<file path="src/rtl/wb_mem_bist.sv">
// rtl/wb_mem_bist.sv - Wishbone classic memory BIST master: write pass, then read-compare pass
// Optional LFSR data pattern is built when WB_BIST_LFSR_EN is defined.

module wb_mem_bist #(
   parameter int APP_AW = 26,
   parameter int APP_DW = 32,
   parameter int APP_BW = 4
) (
   input  logic              wb_clk_i,
   input  logic              wb_rst_i,
   input  logic              start,
   input  logic [APP_AW-1:0] cfg_base_addr,
   input  logic [15:0]       cfg_num_words,
   input  logic [31:0]       cfg_seed,
`ifdef WB_BIST_LFSR_EN
   input  logic              pattern_sel,
`endif
   output logic              wb_cyc_o,
   output logic              wb_stb_o,
   output logic              wb_we_o,
   output logic [APP_AW-1:0] wb_adr_o,
   output logic [APP_BW-1:0] wb_sel_o,
   output logic [APP_DW-1:0] wb_dat_o,
   input  logic [APP_DW-1:0] wb_dat_i,
   input  logic              wb_ack_i,
   output logic              busy,
   output logic              done,
   output logic              pass,
   output logic              timeout,
   output logic [15:0]       err_count,
   output logic [APP_AW-1:0] first_err_addr
);

   typedef enum logic [2:0] {
      S_IDLE   = 3'd0,
      S_WR     = 3'd1,
      S_WR_GAP = 3'd2,
      S_RD     = 3'd3,
      S_RD_GAP = 3'd4,
      S_DONE   = 3'd5
   } state_t;

   // Watchdog fires on the cycle its count would reach 1023.
   localparam logic [9:0] WDOG_LAST = 10'd1022;

   state_t            state_q, state_d;
   logic [15:0]       idx_q, idx_d;
   logic [15:0]       num_q, num_d;
   logic [APP_AW-1:0] base_q, base_d;
   logic [31:0]       seed_q, seed_d;
   logic [9:0]        wdog_q, wdog_d;
   logic              busy_q, busy_d;
   logic              done_q, done_d;
   logic              pass_q, pass_d;
   logic              timeout_q, timeout_d;
   logic [15:0]       err_cnt_q, err_cnt_d;
   logic [APP_AW-1:0] first_err_q, first_err_d;

   logic              start_ok;
   logic              acked;
   logic              wd_expire;
   logic              last_word;
   logic              mismatch;
   logic [APP_AW-1:0] cur_adr;
   logic [APP_DW-1:0] pattern;

`ifdef WB_BIST_LFSR_EN
   logic              psel_q, psel_d;
   logic [31:0]       lfsr_q, lfsr_d;

   // Right-shifting Galois LFSR, x^32 + x^22 + x^2 + x + 1
   function automatic logic [31:0] lfsr_next(input logic [31:0] l);
      lfsr_next = {1'b0, l[31:1]} ^ (l[0] ? 32'h8020_0003 : 32'h0000_0000);
   endfunction

   // An all-zero LFSR would lock up, so a zero seed becomes 1
   function automatic logic [31:0] lfsr_load(input logic [31:0] s);
      lfsr_load = (s == 32'h0) ? 32'h0000_0001 : s;
   endfunction
`endif

   // Shared decodes: accepted start, acknowledged strobe, watchdog expiry, address and pattern
   always_comb begin
      start_ok  = start && ((state_q == S_IDLE) || (state_q == S_DONE));
      acked     = wb_stb_o && wb_ack_i;
      wd_expire = wb_stb_o && !wb_ack_i && (wdog_q == WDOG_LAST);
      last_word = (idx_q == num_q);
      cur_adr   = base_q + APP_AW'({idx_q, 2'b00});
`ifdef WB_BIST_LFSR_EN
      pattern   = psel_q ? lfsr_q : (seed_q ^ {16'h0000, idx_q});
`else
      pattern   = seed_q ^ {16'h0000, idx_q};
`endif
      mismatch  = (state_q == S_RD) && acked && (wb_dat_i != pattern);
   end

   // State register
   always_ff @(posedge wb_clk_i) begin
      if (wb_rst_i) begin
         state_q <= S_IDLE;
      end else begin
         state_q <= state_d;
      end
   end

   // Next-state logic
   always_comb begin
      state_d = state_q;
      case (state_q)
         S_IDLE, S_DONE: begin
            if (start) begin
               state_d = (cfg_num_words == 16'h0) ? S_DONE : S_WR;
            end
         end
         S_WR: begin
            if (acked) begin
               state_d = S_WR_GAP;
            end else if (wd_expire) begin
               state_d = S_DONE;
            end
         end
         S_WR_GAP: begin
            state_d = last_word ? S_RD : S_WR;
         end
         S_RD: begin
            if (acked) begin
               state_d = S_RD_GAP;
            end else if (wd_expire) begin
               state_d = S_DONE;
            end
         end
         S_RD_GAP: begin
            state_d = last_word ? S_DONE : S_RD;
         end
         default: begin
            state_d = S_IDLE;
         end
      endcase
   end

   // Bus and status outputs; the bus is quiet outside the WR and RD states
   always_comb begin
      wb_cyc_o = 1'b0;
      wb_stb_o = 1'b0;
      wb_we_o  = 1'b0;
      wb_adr_o = '0;
      wb_sel_o = '0;
      wb_dat_o = '0;
      case (state_q)
         S_WR: begin
            wb_cyc_o = 1'b1;
            wb_stb_o = 1'b1;
            wb_we_o  = 1'b1;
            wb_adr_o = cur_adr;
            wb_sel_o = '1;
            wb_dat_o = pattern;
         end
         S_RD: begin
            wb_cyc_o = 1'b1;
            wb_stb_o = 1'b1;
            wb_adr_o = cur_adr;
            wb_sel_o = '1;
         end
         default: begin
         end
      endcase
      busy           = busy_q;
      done           = done_q;
      pass           = pass_q;
      timeout        = timeout_q;
      err_count      = err_cnt_q;
      first_err_addr = first_err_q;
   end

   // Datapath next values: configuration latch, word index, watchdog, compare results
   always_comb begin
      idx_d       = idx_q;
      num_d       = num_q;
      base_d      = base_q;
      seed_d      = seed_q;
      wdog_d      = wdog_q;
      busy_d      = busy_q;
      done_d      = done_q;
      pass_d      = pass_q;
      timeout_d   = timeout_q;
      err_cnt_d   = err_cnt_q;
      first_err_d = first_err_q;
`ifdef WB_BIST_LFSR_EN
      psel_d      = psel_q;
      lfsr_d      = lfsr_q;
`endif

      if (start_ok) begin
         num_d       = cfg_num_words;
         base_d      = {cfg_base_addr[APP_AW-1:2], 2'b00};
         seed_d      = cfg_seed;
         idx_d       = 16'h0;
         wdog_d      = 10'h0;
         err_cnt_d   = 16'h0;
         first_err_d = '0;
         timeout_d   = 1'b0;
         // An empty test completes immediately and trivially passes
         busy_d      = (cfg_num_words != 16'h0);
         done_d      = (cfg_num_words == 16'h0);
         pass_d      = (cfg_num_words == 16'h0);
`ifdef WB_BIST_LFSR_EN
         psel_d      = pattern_sel;
         lfsr_d      = lfsr_load(cfg_seed);
`endif
      end

      if ((state_q == S_WR) || (state_q == S_RD)) begin
         if (acked) begin
            wdog_d = 10'h0;
            idx_d  = idx_q + 16'h1;
`ifdef WB_BIST_LFSR_EN
            lfsr_d = lfsr_next(lfsr_q);
`endif
         end else begin
            wdog_d = wdog_q + 10'h1;
         end
         if (wd_expire) begin
            busy_d    = 1'b0;
            done_d    = 1'b1;
            pass_d    = 1'b0;
            timeout_d = 1'b1;
         end
      end

      if (mismatch) begin
         if (err_cnt_q != 16'hFFFF) begin
            err_cnt_d = err_cnt_q + 16'h1;
         end
         if (err_cnt_q == 16'h0) begin
            first_err_d = cur_adr;
         end
      end

      // Read pass restarts at word 0 with the pattern generator rewound
      if ((state_q == S_WR_GAP) && last_word) begin
         idx_d = 16'h0;
`ifdef WB_BIST_LFSR_EN
         lfsr_d = lfsr_load(seed_q);
`endif
      end

      if ((state_q == S_RD_GAP) && last_word) begin
         busy_d = 1'b0;
         done_d = 1'b1;
         pass_d = (err_cnt_q == 16'h0);
      end
   end

   // Datapath registers
   always_ff @(posedge wb_clk_i) begin
      if (wb_rst_i) begin
         idx_q       <= 16'h0;
         num_q       <= 16'h0;
         base_q      <= '0;
         seed_q      <= 32'h0;
         wdog_q      <= 10'h0;
         busy_q      <= 1'b0;
         done_q      <= 1'b0;
         pass_q      <= 1'b0;
         timeout_q   <= 1'b0;
         err_cnt_q   <= 16'h0;
         first_err_q <= '0;
`ifdef WB_BIST_LFSR_EN
         psel_q      <= 1'b0;
         lfsr_q      <= 32'h0;
`endif
      end else begin
         idx_q       <= idx_d;
         num_q       <= num_d;
         base_q      <= base_d;
         seed_q      <= seed_d;
         wdog_q      <= wdog_d;
         busy_q      <= busy_d;
         done_q      <= done_d;
         pass_q      <= pass_d;
         timeout_q   <= timeout_d;
         err_cnt_q   <= err_cnt_d;
         first_err_q <= first_err_d;
`ifdef WB_BIST_LFSR_EN
         psel_q      <= psel_d;
         lfsr_q      <= lfsr_d;
`endif
      end
   end

endmodule
</file>
<file path="config.mk">
export PLATFORM = sky130hd
export DESIGN_NAME = wb_mem_bist
export DESIGN_NICKNAME = d
export VERILOG_FILES = /design/src/rtl/wb_mem_bist.sv
export SDC_FILE = /design/constraint.sdc
export NUM_CORES = 1
export LEC_CHECK = 0
export BUFFER_PORTS_ARGS = -buffer_cell sky130_fd_sc_hd__buf_2
export CAP_MARGIN = 5
export CORE_ASPECT_RATIO = 0.5
export CORE_MARGIN = 5
export CORE_UTILIZATION = 45
export CTS_BUF_LIST = sky130_fd_sc_hd__clkbuf_16
export DETAILED_ROUTE_END_ITERATION = 10
export PLACE_DENSITY = 0.75
export SLEW_MARGIN = 25
export SYNTH_ARGS = -nofsm -noshare
export SYNTH_HDL_FRONTEND = slang
export SYNTH_SLANG_ARGS = --single-unit
</file>
<file path="constraint.sdc">
create_clock -name wb_clk_i -period 3.31 [get_ports wb_clk_i]
set_clock_uncertainty 0.15 [all_clocks]
set_input_delay 0.662 -clock wb_clk_i [delete_from_list [all_inputs] [get_ports wb_clk_i]]
set_output_delay 0.662 -clock wb_clk_i [all_outputs]
set_load 0.02 [all_outputs]
</file>
After elaboration in Yosys (flattened, before gate mapping) --
Index checks and enable logic that the tools add are counted.
Cells by class: equality and inequality tests 10, reductions and logical operators 20, add/sub/neg operators 4, bitwise logic cells 1, mux-type cells 39
Operators by type and width (count):
- 2-to-1 mux 26 bit | 4
- 2-to-1 mux 16 bit | 6
- adder 16 x 1 -> 16 bit, second input constant | 2
- logical NOT 16 bit | 2
- 2-to-1 mux 32 bit | 1
- inequality test 32 bit | 1
- XOR 32 x 16 -> 32 bit | 1
- 2-to-1 mux 10 bit | 3
- adder 26 x 18 -> 26 bit | 1
- 2-to-1 mux 3 bit | 6
- == test 16 bit | 1
- 2-to-1 mux 1 bit | 16
- inequality test 16 bit, second input constant | 1
- nonzero test 16 bit | 1
- case mux 3 bit (5 select lines) | 1
- adder 10 x 1 -> 10 bit, second input constant | 1
- == test 10 bit, second input constant | 1
- logical AND 1 bit | 8
- OR reduction 2 bit | 4
- == test 3 x 2 -> 1 bit, second input constant | 2
- == test 3 bit, second input constant | 2
- 2-to-1 mux 4 bit | 1
- == test 3 x 1 -> 1 bit, second input constant | 1
- logical NOT 3 bit | 1
- 5 further kinds | 6
Storage, ports and cells: input bits 110, register bits 147

Depth between registers and ports, before layout --
Gate-level depths: netlist (run 1).
depth after elaboration 8, gate-level depth with buffers 10

Worst setup path after synthesis (run 1) --
OpenSTA, ideal clock, no wires.
path type register -> output, start register idx_q[2], end output port wb_adr_o[17], data required time 2.498 ns, arrival time 2.183 ns, buffers on the path 0, setup slack 0.315 ns, stages on the path, launching flop included 8, path through dfxtp_1 -> ha_1 -> o21ai_0 -> or2_2 -> o211ai_1 -> o21a_1 -> nor3_1 -> nor3b_1
On the way: cells in the longest elaborated chain, start to end 2
Ends and longest elaborated chain:
- from (decl) | line 47 | logic [15:0] idx_q, idx_d;
- from (signal assigned) | line 273 | idx_q <= idx_d;
- adder 26 x 18 -> 26 bit | line 88 | cur_adr = base_q + APP_AW'({idx_q, 2'b00});
- 2-to-1 mux 26 bit | line 149 | case (state_q)
- to (decl) | line 21 | output logic [APP_AW-1:0] wb_adr_o,
Every way passes these cells.

Final worst setup path (run 1) --
start register idx_q[0], end output port wb_adr_o[20]
Same word-level chain as after synthesis.

==> summary.txt, run 1 <==
Status
  • Result of the run: complete, but fails checks
  • Violated checks: setup timing

Synth
  • Post-synthesis area per instance: 7.810 um^2
  • Yosys reg bits: 147
  • Warning count from the yosys run: 0
  • Post-synthesis share of cell area spent on full adders, half adders and majority gates: 0.03432
  • Mux cell area share after synthesis: 0.01139
  • Portion of the post-synthesis area used by sequential elements: 0.3572
  • Number of cells produced by synthesis: 1,055
  • Post-synthesis compound-gate area fraction: 0.1702
  • Count of flip-flops with a built-in enable after synthesis: 0
  • Dominant combinational cell family by area after synthesis: simple AND/OR/NAND/NOR gates
  • Netlist Area Pre-Place: 8239 um^2
  • Async set or reset register ratio after synthesis: 0
  • Flip-flop cell with the highest count after synthesis: sky130_fd_sc_hd__dfxtp_1
  • Post-synth cell types: 62
  • Area share of xor/xnor cells in the synthesized design: 0.1040
  • Simple logic cell fraction of the synthesized area: 0.2715

Power
  • Power share of the sequential group: 0.417
  • Power density relative to cell area: 424.8 nW/um^2
  • Peak supply drop: 0.3785 mV
  • Sw Share: 0.2786
  • Total internal power: 3284 uW
  • Total leakage power: 0.004537 uW
  • Design Power: 4552 uW
  • Net Sw Power: 1268 uW
  • Combinational group share of total power: 0.137
  • Clk pwr share: 0.446

Route
  • Via density per instance: 5.544
  • Number of remaining DRC errors: 0
  • Overall via count from detail_route: 8,421
  • WL final: 26,570 um
  • Routed WL per cell: 17.49 um
  • Iteration count of the initial detailed-routing pass: 5
  • Iteration-0 DRC count of the detailed router: 612
  • Post-detailed-route count of antenna-violating nets: 0

Critical path
  • Signal arrival time at the worst endpoint: 2.64 ns
  • Element type at the critical path start: flip-flop
  • Worst reg-to-reg setup slack: 0.42 ns
  • Worst setup path category: reg -> out
  • Data required time at the worst endpoint: 2.50 ns
  • Worst Path Max Fanout: 7
  • Crit. End Element: primary output

Timing
  • Setup slack after layout: -0.1395 ns
  • Setup-failing EPs final: 12
  • Number of hold-slack violations in the final timing report: 0
  • Final worst-path cycle share: 1.042
  • Final hold slack: 0.3058 ns
  • Fin crit period: 3.449 ns
  • Worst relative slew slack: 0.4223
  • Max-slew violation count: 0
  • Achievable Freq: 0.2899 GHz
  • Worst Max-Slew Pin Slew: 0.8634 ns
  • Unrepaired setup endpoints after global routing: true

Layout
  • Number of antenna diodes: 0
  • Number of nets in the final layout: 1,398
  • Fill cell total of the finished layout: 1,632
  • Share of post-route cells with drive strength above 1: 0.2995
  • Area delta synth->final: 30.05%

Floorplanning
  • Area of the die: 21,280 um^2
  • IO Pins: 221
  • Floorplan die width: 201.4 um
  • Die H: 105.7 um
  • Std-Cell Core Area: 18,170 um^2
  • Number of core rows: 35
  • Starting Density: 0.4534

CTS
  • Number of buffers added by the clock tree synthesis step: 17
  • Number of buffers on the longest clock path: 2
  • Clock latency on the worst-skew pair: 0.42 ns
  • TritonCTS clock tree: done
  • CTS root buf: sky130_fd_sc_hd__clkbuf_16
  • TritonCTS Sinks: 147
  • Reg clk slew, reported paths: 0.06 ns
  • CTS H-tree lvls: 4

Placed design
  • Global placement routability congestion: 0.9053
  • Post-DP HPWL: 19,390 um
  • Number of port buffers: 216

Global route
  • GRT Overall Usage: 0.2352
  • First-pass GRT wire length: 40,740 um
  • Pin count of the biggest net entering global routing: 57
  • Remaining Overflow, GRT: 0
  • Number of antenna violations at the first check in global routing: 1
  • Vias in the first global route: 7,828

Flow run
  • Max-Cap Viols: 0

Worst hold path
  • Worst min-delay path class: reg -> reg
[metrics by stage]
step,TNS [ns],cells,instance area [um^2],util,worst slack (ns)
after CTS,-1.002,1510,10390,0.5719,-0.1664
after detailed placement,0,1472,9532,0.5245,0.05643
after global routing,-2.072,1519,10720,0.5896,-0.2168
after global placement,0,1472,9532,0.5245,0.08521
after floorplan,0,1056,8243,-,0.3150
final,-0.7604,1519,10720,0.5896,-0.1395
[final timing paths]
| path | to | start | cells after the start |
|---|---|---|---|
| min | timeout | timeout | 2 |
| max | wb_adr_o[20] | idx_q[0] | 10 |
| max reg2reg | first_err_addr[17] | err_count[0] | 7 |
| min reg2reg | timeout | timeout | 2 |
[critical path, cell delays in order, from the launching register on]
cell                       delay [ns]
sky130_fd_sc_hd__dfxtp_2         0.34
sky130_fd_sc_hd__ha_4            0.16
sky130_fd_sc_hd__fa_2            0.37
sky130_fd_sc_hd__a211oi_4        0.27
sky130_fd_sc_hd__o21bai_4        0.13
sky130_fd_sc_hd__a22oi_2         0.19
sky130_fd_sc_hd__o31a_1          0.18
sky130_fd_sc_hd__buf_6           0.14
sky130_fd_sc_hd__o21a_1          0.16
sky130_fd_sc_hd__o21a_1          0.15
sky130_fd_sc_hd__buf_6           0.12
[synth_stat cells, types with 5 or more instances]
cell | number | area [um^2]
sky130_fd_sc_hd__nand2_1 | 195 | 732.0
sky130_fd_sc_hd__buf_2 | 8 | 40.04
sky130_fd_sc_hd__nand3_1 | 55 | 275.3
sky130_fd_sc_hd__o21a_1 | 15 | 112.6
sky130_fd_sc_hd__xnor2_1 | 40 | 350.3
sky130_fd_sc_hd__a21o_1 | 6 | 45.04
sky130_fd_sc_hd__nand4_1 | 22 | 137.6
sky130_fd_sc_hd__or3_1 | 5 | 31.28
sky130_fd_sc_hd__nor3_1 | 26 | 130.1
sky130_fd_sc_hd__nor4_1 | 13 | 81.33
sky130_fd_sc_hd__buf_1 | 7 | 26.28
sky130_fd_sc_hd__a21oi_1 | 126 | 630.6
sky130_fd_sc_hd__a311oi_1 | 6 | 52.55
sky130_fd_sc_hd__xnor3_1 | 12 | 270.3
sky130_fd_sc_hd__a211oi_1 | 5 | 37.54
sky130_fd_sc_hd__dfxtp_1 | 147 | 2943
sky130_fd_sc_hd__nor2_1 | 71 | 266.5
sky130_fd_sc_hd__xor2_1 | 27 | 236.5
sky130_fd_sc_hd__or2_2 | 10 | 62.56
sky130_fd_sc_hd__o21ai_0 | 34 | 170.2
sky130_fd_sc_hd__inv_1 | 12 | 45.04
sky130_fd_sc_hd__and3_1 | 37 | 231.5
sky130_fd_sc_hd__mux2i_1 | 6 | 60.06
sky130_fd_sc_hd__buf_4 | 17 | 127.6
sky130_fd_sc_hd__ha_1 | 21 | 262.8
sky130_fd_sc_hd__a31oi_1 | 11 | 68.82
sky130_fd_sc_hd__and2_1 | 10 | 62.56
sky130_fd_sc_hd__clkbuf_1 | 42 | 157.7
[repair_timing]
action                                  4_1_cts  5_1_grt
gates resized for setup                      46       62
buffers inserted                              6        9
endpoints found under the setup margin       16       22
pin swaps                                    19       24
hold buffers                                  0        0
[final cells by class]
cell class                      instances  area (um^2)  area share
Inverter                               12        45.04    0.004204
Tap cell                              240        300.3     0.02802
Multi-Input combinational cell        821         5275      0.4923
Timing Repair Buffer                  267         1521      0.1420
Sequential cell                       147         2964      0.2766
Clock buffer                           17        425.4     0.03970
Clock inverter                         15        183.9     0.01716
[cells in the final DEF (no fill, tap or decap), types with 7 or more instances in the layout]
master / count
sky130_fd_sc_hd__dfxtp_2: 11
sky130_fd_sc_hd__dfxtp_1: 134
sky130_fd_sc_hd__buf_2: 205
sky130_fd_sc_hd__a31oi_1: 11
sky130_fd_sc_hd__and3_1: 34
sky130_fd_sc_hd__a21oi_1: 120
sky130_fd_sc_hd__and2_1: 8
sky130_fd_sc_hd__buf_6: 8
sky130_fd_sc_hd__nor2_1: 71
sky130_fd_sc_hd__nand4_1: 22
sky130_fd_sc_hd__nor3_1: 22
sky130_fd_sc_hd__xnor3_1: 12
sky130_fd_sc_hd__clkbuf_16: 17
sky130_fd_sc_hd__o21ai_0: 27
sky130_fd_sc_hd__nand2_1: 193
sky130_fd_sc_hd__buf_4: 54
sky130_fd_sc_hd__xor2_1: 24
sky130_fd_sc_hd__xnor2_1: 38
sky130_fd_sc_hd__ha_1: 7
sky130_fd_sc_hd__o21a_1: 14
sky130_fd_sc_hd__inv_1: 12
sky130_fd_sc_hd__nor4_1: 13
sky130_fd_sc_hd__or2_2: 9
sky130_fd_sc_hd__ha_4: 8
sky130_fd_sc_hd__nand3_1: 55
[cells by family after synthesis]
family                   count (synthesis)
other                                    1
AO/OA/AOI/OAI                          236
AND/OR/NAND/NOR                        473
adder cells (fa/ha/maj)                 22
XOR/XNOR                                79
buffers and inverters                   88
flip-flops                             147
multiplexers                             9
[layer usage]
| metal | routed length, um | track usage | share of wire |
|---|---|---|---|
| met1 | 12050 | 0.3253 | 0.45 |
| met2 | 12250 | 0.3748 | 0.46 |
| met3 | 1760 | 0.05011 | 0.066 |
| met4 | 499 | 0.06238 | 0.019 |
| met5 | 7 | 0 | 0.00026 |
[sequential cells by signal, summed over array words and instances, names as in the netlist]
signal and count:
base_q 24, busy 1, done 1, err_count 16, first_err_addr 26, idx_q 16, num_q 16, pass 1
seed_q 32, state_q 3, timeout 1, wdog_q 10
[power groups by stage]
| stage | sequential [uW] | combinational [uW] | clock (uW) |
|---|---|---|---|
| after floorplan | 1910 | 392 | 0 |
| after global placement | 1930 | 576 | 0 |
| after detailed placement | 1930 | 585 | 0 |
| after CTS | 1900 | 602 | 2060 |
| after global routing | 1910 | 682 | 2130 |
| final | 1900 | 622 | 2030 |
Power figures use the tool's default switching activity.
==> run 2: changes to the inputs <==
clock period = 4.3 ns   (was 3.31 ns; I/O delays follow)
==> run 2 against run 1 <==
The flow now finishes without violations. Die area unchanged. Utilization decreased by 3.9 points. Clock power decreased by 26%. Hold slack improved by 0.0044 ns. Non-clock buffer count decreased by 34. Cell count decreased by 2.2%. Routed wire length decreased by 5.2%. Worst setup slack improved by 0.37 ns. Critical path depth decreased by 1. First-iteration DRC count decreased by 7.7%. Power decreased by 25%. Design area decreased by 6.6%. Largest power group unchanged.
==> summary.txt, run 2 (synthesized netlist as in run 1, its figures left out) <==
Status
  • Result of the run: finished clean

Placed design
  • Global placement routability congestion: 0.8893
  • Placed cell areas: 9374 um^2
  • Post-DP HPWL: 18,970 um
  • Total instance count after detailed placement: 1,451
  • Number of port buffers: 216

Global route
  • Pin count of the biggest net entering global routing: 89
  • First-pass GRT wire length: 39,120 um
  • Number of antenna violations at the first check in global routing: 2
  • Vias in the first global route: 7,636
  • GRT Overall Usage: 0.2248
  • Remaining Overflow, GRT: 0

Floorplanning
  • Floorplan die width: 201.4 um
  • Die H: 105.7 um
  • Std-Cell Core Area: 18,170 um^2
  • Number of core rows: 35
  • Area of the die: 21,280 um^2
  • IO Pins: 221
  • Starting Density: 0.4534

Timing
  • Final worst-path cycle share: 0.9459
  • Number of hold-slack violations in the final timing report: 0
  • Setup-failing EPs final: 0
  • Worst Max-Slew Pin Slew: 0.9427 ns
  • Unrepaired setup endpoints after global routing: false
  • Worst relative slew slack: 0.3715
  • Achievable Freq: 0.2459 GHz
  • Max-slew violation count: 0
  • Accumulated negative setup slack: 0 ns
  • Final hold slack: 0.3102 ns
  • Fin crit period: 4.067 ns

Layout
  • Number of nets in the final layout: 1,364
  • Share of post-route cells with drive strength above 1: 0.2313
  • Largest register by flop count: seed_q
  • Most common library cell in the layout ignoring fill and taps: sky130_fd_sc_hd__buf_2
  • Commonest cells after routing, fill and taps aside: 215 x sky130_fd_sc_hd__buf_2, 194 x sky130_fd_sc_hd__nand2_1, 146 x sky130_fd_sc_hd__dfxtp_1, 126 x sky130_fd_sc_hd__a21oi_1, 70 x sky130_fd_sc_hd__nor2_1
  • Flip-flop count of the largest register after layout: 32
  • Number of cells in the finished layout apart from fillers: 1,486
  • Fill cell total of the finished layout: 1,721
  • Fin area: 10,000 um^2
  • Area delta synth->final: 21.41%
  • Core occupancy in the finished layout: 0.5504

CTS
  • Number of buffers on the longest clock path: 2
  • Hold buffers post-CTS: 0
  • TritonCTS Sinks: 147
  • Reg clk slew, reported paths: 0.07 ns
  • Clock latency on the worst-skew pair: 0.42 ns
  • CTS root buf: sky130_fd_sc_hd__clkbuf_16
  • TritonCTS clock tree: done
  • Number of buffers added by the clock tree synthesis step: 17
  • CTS H-tree lvls: 4

Route
  • Number of remaining DRC errors: 0
  • Iteration-0 DRC count of the detailed router: 565
  • WL final: 25,190 um
  • Via density per instance: 5.592
  • Iteration count of the initial detailed-routing pass: 8
  • Post-detailed-route count of antenna-violating nets: 0
  • Routed WL per cell: 16.95 um
  • Overall via count from detail_route: 8,310

Power
  • Net Sw Power: 961.4 uW
  • Power density relative to cell area: 341.3 nW/um^2
  • Power share of the sequential group: 0.427
  • Sw Share: 0.2816
  • Clk pwr share: 0.443
  • Total internal power: 2453 uW
  • Total leakage power: 0.004341 uW
  • Peak supply drop: 0.2799 mV
  • Combinational group share of total power: 0.129

Critical path
  • Worst Path Max Fanout: 8
  • Cell-by-cell trace of the critical path: ha_1, fa_1, a211oi_1, o21bai_1, a221oi_1, a21oi_1, xnor2_2, nor2_1, buf_2
  • CP delay by family, top: compound AO/OA/AOI/OAI gates
  • Data required time at the worst endpoint: 3.29 ns
  • Signal arrival time at the worst endpoint: 3.06 ns
  • Delay of the slowest cell on the worst path: 0.45 ns
  • Critical-path top delay cell: sky130_fd_sc_hd__fa_1
  • Crit. End Element: primary output
  • Element type at the critical path start: flip-flop
  • Critical path buffers and inverters: 1
  • Worst setup path category: reg -> out

Worst hold path
  • Worst min-delay path class: reg -> reg

Flow run
  • Max-Cap Viols: 0
-- run 2: per-stage QoR --
step                      total power (uW)  setup WS [ns]
after floorplan                       1775          1.107
after global placement                1919         0.7127
after detailed placement              1929         0.5872
after CTS                             3435         0.1237
after global routing                  3551       0.002797
final                                 3414         0.2326
-- run 2: per-layer routing --
layer / up-vias / GRT usage / part of all wire
met5: - / 0 / 0.00056
met3: 35 / 0.05011 / 0.065
met1: 3933 / 0.3097 / 0.46
met2: 303 / 0.3589 / 0.46
li1: 4035 / - / -
met4: 4 / 0.05750 / 0.016
-- run 2: what timing repair did --
item	in CTS	in global routing
setup endpoints to repair	0	7
gates resized for setup	0	3
buffers inserted	0	2
-- run 2: tightest hold or removal path: cells and delay by family, from the launching register on --
kind             cells  cell delay [ns]
AND/OR/NAND/NOR      1             0.06
AO/OA/AOI/OAI        1             0.05
flip-flops           1             0.31
-- run 2: worst paths after layout --
check                    startpoint                 to  slack [ns]  cells past startpoint
setup reg to reg         state_q[2]          wdog_q[2]        0.90                     10
hold / removal    first_err_addr[2]  first_err_addr[2]        0.31                      2
hold reg to reg   first_err_addr[2]  first_err_addr[2]        0.31                      2
setup / recovery           idx_q[0]       wb_adr_o[14]        0.23                      9
-- run 2: final cells by class --
cell class,count,area [um^2],share of cell area
flip-flops and latches,147,2944,0.2943
clock inverters,15,170.2,0.01701
inverters,12,45.04,0.004503
clock buffers,17,425.4,0.04253
diodes,1,2.502,0.0002502
repair buffers,233,1211,0.1211
multi-input cells,821,4905,0.4903
well taps,240,300.3,0.03002
-- run 2: power by group through the flow --
| stage | registers [uW] | clock network [uW] | logic, uW |
|---|---|---|---|
| final | 1460 | 1510 | 441 |
| after global routing | 1460 | 1600 | 486 |
| after CTS | 1460 | 1540 | 441 |
| after detailed placement | 1490 | 0 | 439 |
| after global placement | 1490 | 0 | 432 |
| after floorplan | 1470 | 0 | 302 |
